===== config.mk =====
export PLATFORM = sky130hd
export DESIGN_NAME = spi_window_framebuffer_loader_flat
export DESIGN_NICKNAME = d
export VERILOG_FILES = /design/src/rtl/spi_window_framebuffer_loader_pkg.sv /design/src/rtl/spi_window_framebuffer_loader_if.sv /design/src/rtl/spi_window_framebuffer_loader_addr.sv /design/src/rtl/spi_window_framebuffer_loader.sv /design/src/flat_wrapper.sv
export SDC_FILE = /design/constraint.sdc
export NUM_CORES = 1
export LEC_CHECK = 0
export BUFFER_PORTS_ARGS = -buffer_cell sky130_fd_sc_hd__buf_4
export CAP_MARGIN = 25
export CORE_MARGIN = 2
export CORE_UTILIZATION = 49
export DETAILED_ROUTE_END_ITERATION = 10
export GPL_TIMING_DRIVEN = 0
export PLACE_DENSITY = 0.67
export SETUP_SLACK_MARGIN = 0.05
export SLEW_MARGIN = 15
export SYNTH_ARGS = -nofsm -noshare
export SYNTH_HDL_FRONTEND = slang
export SYNTH_SLANG_ARGS = --single-unit

===== constraint.sdc =====
create_clock -name clk -period 6.9 [get_ports clk]
set_input_delay 0.345 -clock clk [delete_from_list [all_inputs] [get_ports clk]]
set_output_delay 0.345 -clock clk [all_outputs]
set_load 0.03 [all_outputs]

===== src/rtl/spi_window_framebuffer_loader_pkg.sv =====
// Shared constants for the SPI window framebuffer loader.
// Opcodes and FSM encodings.
package spi_fb_pkg;

  localparam int BYTES_PER_ROW = 16;
  localparam int ROWS          = 96;
  localparam int ADDRESS_WIDTH = 11;
  localparam int DATA_WIDTH    = 8;

  localparam logic [7:0] OPC_SET_COL     = 8'h15;
  localparam logic [7:0] OPC_SET_ROW     = 8'h75;
  localparam logic [7:0] OPC_WRITE_START = 8'h5C;
  localparam logic [7:0] OPC_FILL        = 8'hA5;

  localparam logic [2:0] S_IDLE        = 3'd0;
  localparam logic [2:0] S_PARAM_START = 3'd1;
  localparam logic [2:0] S_PARAM_END   = 3'd2;
  localparam logic [2:0] S_FILL_VALUE  = 3'd3;
  localparam logic [2:0] S_FILLING     = 3'd4;

endpackage


===== src/rtl/spi_window_framebuffer_loader_if.sv =====
// SPI byte input side and RAM write side
// of the framebuffer loader.
interface spi_window_framebuffer_loader_if #(
  parameter int DW = 8,
  parameter int AW = 11
);
  logic          done;
  logic          start;
  logic          dc;
  logic [DW-1:0] data;
  logic          we;
  logic [AW-1:0] waddr;
  logic [DW-1:0] wdata;
  logic          busy;
  logic          error;

  modport slave (
    input  data, done, start, dc,
    output we, waddr, wdata, busy, error
  );

  modport master (
    output data, done, start, dc,
    input  we, waddr, wdata, busy, error
  );
endinterface


===== src/rtl/spi_window_framebuffer_loader_addr.sv =====
// Window bounds and raster pointer; the row base
// is tracked incrementally so no multiplier is needed.
module window_address_generator #(
  parameter int BPR  = 16,
  parameter int ROWS = 96,
  parameter int AW   = 11,
  parameter int CW   = $clog2(BPR),
  parameter int RW   = $clog2(ROWS)
) (
  input  logic          clk,
  input  logic          rst_n,
  input  logic          reload,
  input  logic          step,
  input  logic          load_col,
  input  logic          load_row,
  input  logic [CW-1:0] col_lo,
  input  logic [CW-1:0] col_hi,
  input  logic [RW-1:0] row_lo,
  input  logic [RW-1:0] row_hi,
  output logic [AW-1:0] addr,
  output logic          last
);

  logic [CW-1:0] col_s, col_e, col, c_cur;
  logic [RW-1:0] row_s, row_e, row, r_cur;
  logic [AW-1:0] base_s, base, b_cur;

  // Shift-add over the row bits against a constant.
  function automatic logic [AW-1:0] base_of(
    input logic [RW-1:0] r
  );
    logic [AW-1:0] acc;
    acc = '0;
    for (int i = 0; i < RW; i++)
      if (r[i]) acc = acc + AW'(BPR << i);
    return acc;
  endfunction

  // A reload in the same cycle as a step steps from the window start.
  always_comb begin
    c_cur = reload ? col_s  : col;
    r_cur = reload ? row_s  : row;
    b_cur = reload ? base_s : base;
    addr  = b_cur + AW'(c_cur);
    last  = (c_cur == col_e) && (r_cur == row_e);
  end

  always_ff @(posedge clk or negedge rst_n) begin
    if (!rst_n) begin
      col_s  <= '0;
      col_e  <= CW'(BPR - 1);
      row_s  <= '0;
      row_e  <= RW'(ROWS - 1);
      col    <= '0;
      row    <= '0;
      base   <= '0;
      base_s <= '0;
    end else if (load_col) begin
      col_s <= col_lo;
      col_e <= col_hi;
      col   <= col_lo;
      row   <= row_s;
      base  <= base_s;
    end else if (load_row) begin
      row_s  <= row_lo;
      row_e  <= row_hi;
      row    <= row_lo;
      base_s <= base_of(row_lo);
      base   <= base_of(row_lo);
      col    <= col_s;
    end else if (step) begin
      if (c_cur != col_e) begin
        col  <= c_cur + 1'b1;
        row  <= r_cur;
        base <= b_cur;
      end else begin
        col <= col_s;
        if (r_cur == row_e) begin
          row  <= row_s;
          base <= base_s;
        end else begin
          row  <= r_cur + 1'b1;
          base <= b_cur + AW'(BPR);
        end
      end
    end else if (reload) begin
      col  <= col_s;
      row  <= row_s;
      base <= base_s;
    end
  end

endmodule


===== src/rtl/spi_window_framebuffer_loader.sv =====
// Command decoder and RAM write port for a windowed
// SPI framebuffer loader with hardware FILL.
import spi_fb_pkg::*;

module spi_window_framebuffer_loader #(
  parameter int BYTES_PER_ROW = spi_fb_pkg::BYTES_PER_ROW,
  parameter int ROWS          = spi_fb_pkg::ROWS,
  parameter int ADDRESS_WIDTH = spi_fb_pkg::ADDRESS_WIDTH,
  parameter int DATA_WIDTH    = spi_fb_pkg::DATA_WIDTH
) (
  input logic clk,
  input logic rst_n,
  spi_window_framebuffer_loader_if.slave bus
);

  localparam int CW = $clog2(BYTES_PER_ROW);
  localparam int RW = $clog2(ROWS);

  logic [2:0]            state, st, nxt;
  logic                  cmd_row;
  logic [DATA_WIDTH-1:0] p_lo, fill_val;
  logic                  filling, cmd, dat, drop;
  logic                  reload, load_col, load_row;
  logic                  bad, valid;
  logic [31:0]           limit;
  logic [ADDRESS_WIDTH-1:0] addr;
  logic                  last;

  assign filling = (state == S_FILLING);
  assign st      = (bus.start && !filling) ? S_IDLE : state;
  assign cmd     = bus.done && !bus.dc && !filling;
  assign dat     = bus.done && bus.dc && !filling;
  assign drop    = bus.done && filling;
  assign limit   = cmd_row ? 32'(ROWS) : 32'(BYTES_PER_ROW);
  assign valid   = (p_lo <= bus.data)
                && (32'(bus.data) < limit);

  always_comb begin
    nxt      = st;
    reload   = bus.start && !filling;
    load_col = 1'b0;
    load_row = 1'b0;
    bad      = 1'b0;
    if (cmd) begin
      unique case (st)
        S_IDLE: begin
          unique case (1'b1)
            (bus.data == OPC_SET_COL),
            (bus.data == OPC_SET_ROW):
              nxt = S_PARAM_START;
            (bus.data == OPC_FILL):
              nxt = S_FILL_VALUE;
            (bus.data == OPC_WRITE_START):
              reload = 1'b1;
            default: ;
          endcase
        end
        S_PARAM_START: nxt = S_PARAM_END;
        S_PARAM_END: begin
          nxt = S_IDLE;
          if (valid) begin
            load_col = !cmd_row;
            load_row = cmd_row;
          end else begin
            bad = 1'b1;
          end
        end
        S_FILL_VALUE: begin
          nxt    = S_FILLING;
          reload = 1'b1;
        end
        default: ;
      endcase
    end
    if (filling && last) nxt = S_IDLE;
  end

  window_address_generator #(
    .BPR  (BYTES_PER_ROW),
    .ROWS (ROWS),
    .AW   (ADDRESS_WIDTH)
  ) u_agen (
    .clk      (clk),
    .rst_n    (rst_n),
    .reload   (reload),
    .step     (dat || filling),
    .load_col (load_col),
    .load_row (load_row),
    .col_lo   (p_lo[CW-1:0]),
    .col_hi   (bus.data[CW-1:0]),
    .row_lo   (p_lo[RW-1:0]),
    .row_hi   (bus.data[RW-1:0]),
    .addr     (addr),
    .last     (last)
  );

  always_ff @(posedge clk or negedge rst_n) begin
    if (!rst_n) begin
      state     <= S_IDLE;
      cmd_row   <= 1'b0;
      p_lo      <= '0;
      fill_val  <= '0;
      bus.we    <= 1'b0;
      bus.waddr <= '0;
      bus.wdata <= '0;
      bus.busy  <= 1'b0;
      bus.error <= 1'b0;
    end else begin
      state <= nxt;
      if (cmd && st == S_IDLE)
        cmd_row <= (bus.data == OPC_SET_ROW);
      if (cmd && st == S_PARAM_START)
        p_lo <= bus.data;
      if (cmd && st == S_FILL_VALUE)
        fill_val <= bus.data;
      bus.we <= dat || filling;
      if (dat || filling) begin
        bus.waddr <= addr;
        bus.wdata <= filling ? fill_val : bus.data;
      end
      bus.busy  <= filling;
      bus.error <= bad || drop;
    end
  end

endmodule


===== src/flat_wrapper.sv =====
// flat-port wrapper written by rule: the top's interface ports become plain ports
module spi_window_framebuffer_loader_flat 
#(
  parameter int BYTES_PER_ROW = spi_fb_pkg::BYTES_PER_ROW,
  parameter int ROWS          = spi_fb_pkg::ROWS,
  parameter int ADDRESS_WIDTH = spi_fb_pkg::ADDRESS_WIDTH,
  parameter int DATA_WIDTH    = spi_fb_pkg::DATA_WIDTH
)
  (clk, rst_n, bus_data, bus_done, bus_start, bus_dc, bus_we, bus_waddr, bus_wdata, bus_busy, bus_error);
  spi_window_framebuffer_loader_if #(.DW(8), .AW(11)) bus_i ();
  input logic clk;
  input logic rst_n;
  input wire logic [$bits(bus_i.data)-1:0] bus_data;
  input wire logic [$bits(bus_i.done)-1:0] bus_done;
  input wire logic [$bits(bus_i.start)-1:0] bus_start;
  input wire logic [$bits(bus_i.dc)-1:0] bus_dc;
  output wire logic [$bits(bus_i.we)-1:0] bus_we;
  output wire logic [$bits(bus_i.waddr)-1:0] bus_waddr;
  output wire logic [$bits(bus_i.wdata)-1:0] bus_wdata;
  output wire logic [$bits(bus_i.busy)-1:0] bus_busy;
  output wire logic [$bits(bus_i.error)-1:0] bus_error;
  assign bus_i.data = bus_data;
  assign bus_i.done = bus_done;
  assign bus_i.start = bus_start;
  assign bus_i.dc = bus_dc;
  assign bus_we = bus_i.we;
  assign bus_waddr = bus_i.waddr;
  assign bus_wdata = bus_i.wdata;
  assign bus_busy = bus_i.busy;
  assign bus_error = bus_i.error;
  spi_window_framebuffer_loader #(.BYTES_PER_ROW(BYTES_PER_ROW), .ROWS(ROWS), .ADDRESS_WIDTH(ADDRESS_WIDTH), .DATA_WIDTH(DATA_WIDTH)) u_core (.clk(clk), .rst_n(rst_n), .bus(bus_i));
endmodule

### Yosys cells after proc, flatten, opt, wreduce, memory -nomap -nowiden

Cells that the tools add are included.

* output and inout port bits: 22
* bits of input ports: 13
* bits in registers: 97
* logic and storage cells: 116

* add/sub/neg operators: 10
* equal/unequal tests: 11
* multiplexer cells: 55
* order comparisons: 2
* bitwise logic cells: 1
* reductions and logical operators: 20

Operators with widths (count)
* $mux W11: 24
* $mux W7: 7
* $lt A8 B32 Y1: 1
* $mux W4: 5
* $eq A8 B7 Y1 const B: 2
* $logic_and A1 B1 Y1: 12
* $pmux W3 S4: 1
* $add A11 B10 Y11 const B: 1
* $add A11 B11 Y11 const B: 1
* $add A11 B4 Y11: 1
* $add A11 B5 Y11 const B: 1
* $add A11 B6 Y11 const B: 1
* $add A11 B7 Y11 const B: 1
* $add A11 B8 Y11 const B: 1
* $add A11 B9 Y11 const B: 1
* $mux W1: 11
* $mux W3: 3
* $eq A8 B5 Y1 const B: 1
* $eq A8 B8 Y1 const B: 1
* $le A8 B8 Y1: 1
* $mux W8: 1
* $add A7 B1 Y7 const B: 1
* $eq A7 B7 Y1: 1
* $eq A3 B2 Y1 const B: 2
* other kinds (14): 17

### Logic depth before layout (Yosys ltp)

* depth after elaboration: 33
* mapped depth: 17
* mapped depth without buffers: 15

### Cells and area by module

From an unflattened synthesis, not the netlist that was laid out.

* cells, all modules: 479
* area total of the unflattened synthesis: 5171.2 um2

Modules (own cells, without submodules)
* window_address_generator: area an instance 3070.4 um2, cells each 292, instances 1, seq. area each 1113.6 um2
* spi_window_framebuffer_loader: area an instance 2100.8 um2, cells each 187, instances 1, seq. area each 1051.0 um2

### Worst setup path before layout

Ideal clock, no wire load.

* kind: register to register
* start point: reg u_core.state[1]
* end point: reg u_core.bus.waddr[10]
* setup time: 137 ps
* data arrival time: 3259 ps
* setup slack: 3504 ps
* stages on the path, launching flop included: 18
* period minus slack after synthesis: 3396 ps
* path buffers: 3
* required time: 6763 ps
* cells stage by stage: dfrtp_1 > buf_6 > o21ai_0 > o211ai_1 > a21oi_1 > clkbuf_1 > clkbuf_1 > and2_1 > ha_1 > inv_1 > fa_1 > inv_1 > a21o_1 > a21oi_1 > nor3_1 > nand3_1 > xnor2_1 > a21oi_1

* longest elaborated chain between the ends: 9
* elaborated cells between the ends (all ways): 15
* those cells by class: 1 x add/sub; 2 x eq/ne; 6 x mux; 6 x reduce/logical

RTL lines
* from (decl): RTL line spi_window_framebuffer_loader.sv:19 `logic [2:0] state, st, nxt;`
* from (signal assigned): RTL line spi_window_framebuffer_loader.sv:109 `state <= nxt;`
* $eq A3 B3 Y1: RTL line spi_window_framebuffer_loader.sv:29 `assign filling = (state == S_FILLING);`
* $logic_not A1 Y1
* $logic_and A1 B1 Y1: RTL line spi_window_framebuffer_loader.sv:30, spi_window_framebuffer_loader.sv:40
* $mux W3: RTL line spi_window_framebuffer_loader.sv:30 `assign st = (bus.start && !filling) ? S_IDLE : state;`
* $eq A3 B2 Y1 / $logic_not A3 Y1 (equally long branches): RTL line spi_window_framebuffer_loader.sv:45 `unique case (st)`
* $pmux W1 S2: RTL line spi_window_framebuffer_loader.sv:45
* $mux W1: RTL line spi_window_framebuffer_loader.sv:44 `if (cmd) begin`
* $mux W11 / $mux W4 (equally long branches)
* $add A11 B4 Y11: RTL line spi_window_framebuffer_loader_addr.sv:44 `addr = b_cur + AW'(c_cur);`
* to (signal assigned): RTL line spi_window_framebuffer_loader.sv:118 `bus.waddr <= addr;`
* to (decl): RTL line spi_window_framebuffer_loader_if.sv:19 `output we, waddr, wdata, busy, error`

Parallel ways exist; a longest one is shown, timed or not.
A chain may end at the register's enable or synchronous reset.

### Worst setup path in the final report

Same ends and word-level chain as after synthesis.

==> impl_metrics.py <==
metrics = {
    "final_layout": {
        "design.final.nets": 664,
        "insertedDiodeCount": 0,
        "drive_above_1_share_pct": 17.2,
        "multi_input_area_mm2": 0.00290,
        "regArea_mm2": 0.00216,
        "layout.filler_cells": 1002,
        "area.growth.synth_to_final_pct": 12.3,
    },
    "timing": {
        "skew_ns": 0.00551,
        "worst_slew_margin_rel_pct": 34.4,
        "setup-tns-final_ns": 0,
        "worstMarginPinSlew_ns": 0.976,
        "final.period_utilization_pct": 62.8,
        "finalWorstSetupSlack_ns": 2.57,
        "timing.final.max_slew_violations": 0,
        "grt_setup_unrepaired": "false",
        "fmax_mhz": 231,
        "final_hold_viol_count": 0,
        "final.min_clock_period_ns": 4.33,
        "report.final.setup_viol": 0,
    },
    "setup_path": {
        "arrival_ns": 4.58,
        "timing.setup.critical_path_class": "flip-flop to flip-flop",
        "worstSetupEndpointType": "flip-flop",
        "worstSetupStartpoint": "u_core.state[1]",
        "reg2reg_depth": 17,
        "ff2ff_setup_slack_ns": 2.57,
        "worst_setup_path_start_kind": "flip-flop",
        "worst_ep_required_time_ns": 7.15,
        "biggest_fanout_along_the_worst_timing_path": 10,
        "endpoint": "u_core.bus.waddr[10]",
        "crit-reg2reg-launch": "u_core.state[1]",
        "regToRegEndpoint": "u_core.bus.waddr[10]",
    },
    "place": {
        "place.gp.congestion": 0.914,
        "buffer_ports.inserted": 34,
        "dpl.hpwl_um": 11200,
        "dp_worst_setup_slack_ns": 2.64,
    },
    "power": {
        "power.leakage_nw": 2.73,
        "pwr-share-clk_pct": 32.6,
        "comb_power_share_pct": 16.8,
        "power.sequential.fraction_pct": 50.6,
        "totalPowerFinal_mw": 1.06,
        "net-switching-power_mw": 0.318,
        "power.density_cell_area_mw_per_mm2": 176,
        "vdd_drop_max_uv": 111,
        "power_report.internal_total_mw": 0.741,
        "power_switching_share_pct": 30.0,
    },
    "die": {
        "io_pins": 35,
        "die_w_um": 109,
        "die_ht_um": 109,
        "num_rows": 38,
        "fp.dieArea_mm2": 0.0118,
        "core_region_area_mm2": 0.0107,
        "start_util_pct": 49.8,
    },
    "global_routing": {
        "grt_pass1_vias": 4731,
        "overflow": 0,
        "grt_antenna_before_repair": 0,
        "grt_first_pass_wirelength_um": 24500,
        "gr-usage-all-layers_pct": 27.4,
        "grt_start_max_net_pins": 50,
    },
    "clock_network": {
        "clk_transition_reported_paths_ns": 0.09,
        "insertion_delay_ns": 0.38,
        "cts_tree": "built",
        "post_cts_buffers": 0,
        "cts_max_level": 3,
        "master_cell_of_the_clock_root_buffer": "clkbuf_8",
        "hold_buffers": 1,
        "clk_path_buf_depth": 2,
        "numClockSinks": 86,
        "post_cts_resized": 0,
        "numCtsBuffers": 9,
    },
    "run_status": {
        "run_status": "finished clean",
    },
    "logic_synthesis": {
        "count_of_mapped_cells_out_of_synthesis": 587,
        "yosysWarningCount": 0,
        "seq_area_frac_synth_pct": 40.4,
        "ys_ff_latch": 86,
        "avgSynthCellArea_um2": 9.12,
        "synth_largest_type_area_fraction_pct": 35.5,
        "synth_top_cells_by_area": "dfrtp_1 36%, dfstp_2 4.9%, nand2_1 4.8%",
        "synth_top_cells_by_count": "76 x dfrtp_1, 69 x nand2_1, 47 x o21ai_0",
        "netlist_area_mm2": 0.00535,
        "dominant_synthesized_flop_cell": "dfrtp_1",
        "syn-num-nets": 616,
        "synth_top_area_cell": "dfrtp_1",
        "netlist-cell-type-count": 70,
        "yosysMostFrequentCell": "dfrtp_1",
        "synth_enable_flop_cells": 0,
        "synth-async-reset-ratio_pct": 100,
    },
    "routing": {
        "dr.first_iter.drc_count": 431,
        "total_via_count_in_the_routed_design": 4833,
        "drt-pass1-iter-count": 6,
        "drt-wirelength-per-cell_um": 19.2,
        "ant_nets": 0,
        "via_per_inst": 6.20,
        "remaining_drc_errors": 0,
        "routed_wl_um": 15000,
    },
    "min_path": {
        "worstHoldStart": "bus_data[3]",
        "holdCritPathClass": "input port to flip-flop",
    },
    "flow_run": {
        "max-cap-violations": 0,
    },
}
cell families (layout without fill, tap and decap cells):
group | count (synthesis) | count (layout) | synth area share [%]
AND/OR/NAND/NOR | 207 | 207 | 19.2
AO/OA/AOI/OAI | 159 | 159 | 20.6
flip-flops | 86 | 86 | 40.4
buffers and inverters | 64 | 117 | 5.35
multiplexers | 41 | 41 | 8.18
adder cells (fa/ha/maj) | 16 | 16 | 3.88
XOR/XNOR | 14 | 14 | 2.29
routing by layer:
metal | vias up | track usage (%) | share of wire (%)
met5 | - | 0 | 0
met2 | 196 | 43.2 | 46
met3 | 31 | 3.86 | 6.0
met4 | 0 | 11.8 | 2.6
met1 | 2377 | 37.7 | 46
li1 | 2229 | - | -
worst min-delay path by stage:
stage,endpoint,cells after the start
2_1_floorplan,u_core.bus.busy,0
6_report,u_core.u_agen.row_e[3],3
3_3_place_gp,u_core.bus.waddr[0],2
4_1_cts,u_core.u_agen.row_e[3],3
5_1_grt,u_core.u_agen.row_e[3],3
3_5_place_dp,u_core.bus.wdata[3],1
state kept, by name, summed over array words and instances (netlist names), 7 cells and up:
signal,count
u_core.u_agen.base_s,7
u_core.bus.waddr,11
u_core.bus.wdata,8
u_core.u_agen.base,11
u_core.p_lo,8
u_core.u_agen.row_e,7
u_core.u_agen.row,7
u_core.fill_val,8
power groups by stage:
stage          Sequential (mW)  Clock, mW  Combinational [mW]
2_1_floorplan            0.571          0              0.0803
3_3_place_gp             0.545          0               0.172
3_5_place_dp             0.546          0               0.176
4_1_cts                  0.536      0.350               0.177
5_1_grt                  0.538      0.371               0.194
6_report                 0.536      0.345               0.178
area by class of cell:
class / count / area share, %
inverters: 28 / 1.75
well taps: 140 / 2.91
flip-flops and latches: 86 / 36.0
clock inverters: 4 / 0.500
multi-input cells: 437 / 48.3
clock buffers: 12 / 2.58
repair buffers: 37 / 4.95
plain buffers: 36 / 3.02
through the flow:
step / instance area [um^2] / utilization [%] / hold slack [ns] / std cells
final: 6010 / 55.9 / 0.242 / 780
after CTS: 6010 / 55.9 / 0.234 / 779
after detailed placement: 5810 / 54.1 / 0.360 / 762
after global placement: 5780 / 53.8 / 0.453 / 761
after floorplan: 5350 / - / 0.0494 / 587
after global routing: 6010 / 55.9 / 0.260 / 780
worst max-delay path: stages, from the launching register on:
cell,delay [ns]
dfrtp_1,0.38
buf_6,0.13
o21ai_0,0.32
o211ai_1,0.31
a21oi_1,0.29
clkbuf_1,0.47
clkbuf_1,0.46
and2_1,0.23
ha_1,0.17
inv_1,0.05
fa_1,0.40
inv_1,0.07
a21o_1,0.11
a21oi_1,0.15
nor3_1,0.29
nand3_1,0.14
xnor2_1,0.17
a21oi_1,0.08
cells in the final DEF, fill, tap and decap left out, drive strengths merged, types with 4 or more instances in the layout:
| cell | instances |
|---|---|
| a21o | 9 |
| and3 | 5 |
| nand2 | 69 |
| a31oi | 6 |
| xor2 | 9 |
| and2 | 14 |
| nand2b | 5 |
| mux2i | 19 |
| o21a | 4 |
| o211ai | 10 |
| dfstp | 10 |
| clkbuf | 36 |
| nor4 | 5 |
| a211oi | 4 |
| a22oi | 5 |
| mux2 | 22 |
| nor3 | 14 |
| buf | 48 |
| nand4 | 11 |
| dfrtp | 76 |
| o31ai | 5 |
| nor2 | 40 |
| o21ai | 48 |
| inv | 29 |
| a21oi | 24 |
| nand3 | 21 |
| xnor2 | 5 |
| o211a | 6 |
| ha | 15 |
| or3 | 7 |
(Power assumes the default switching activity.)
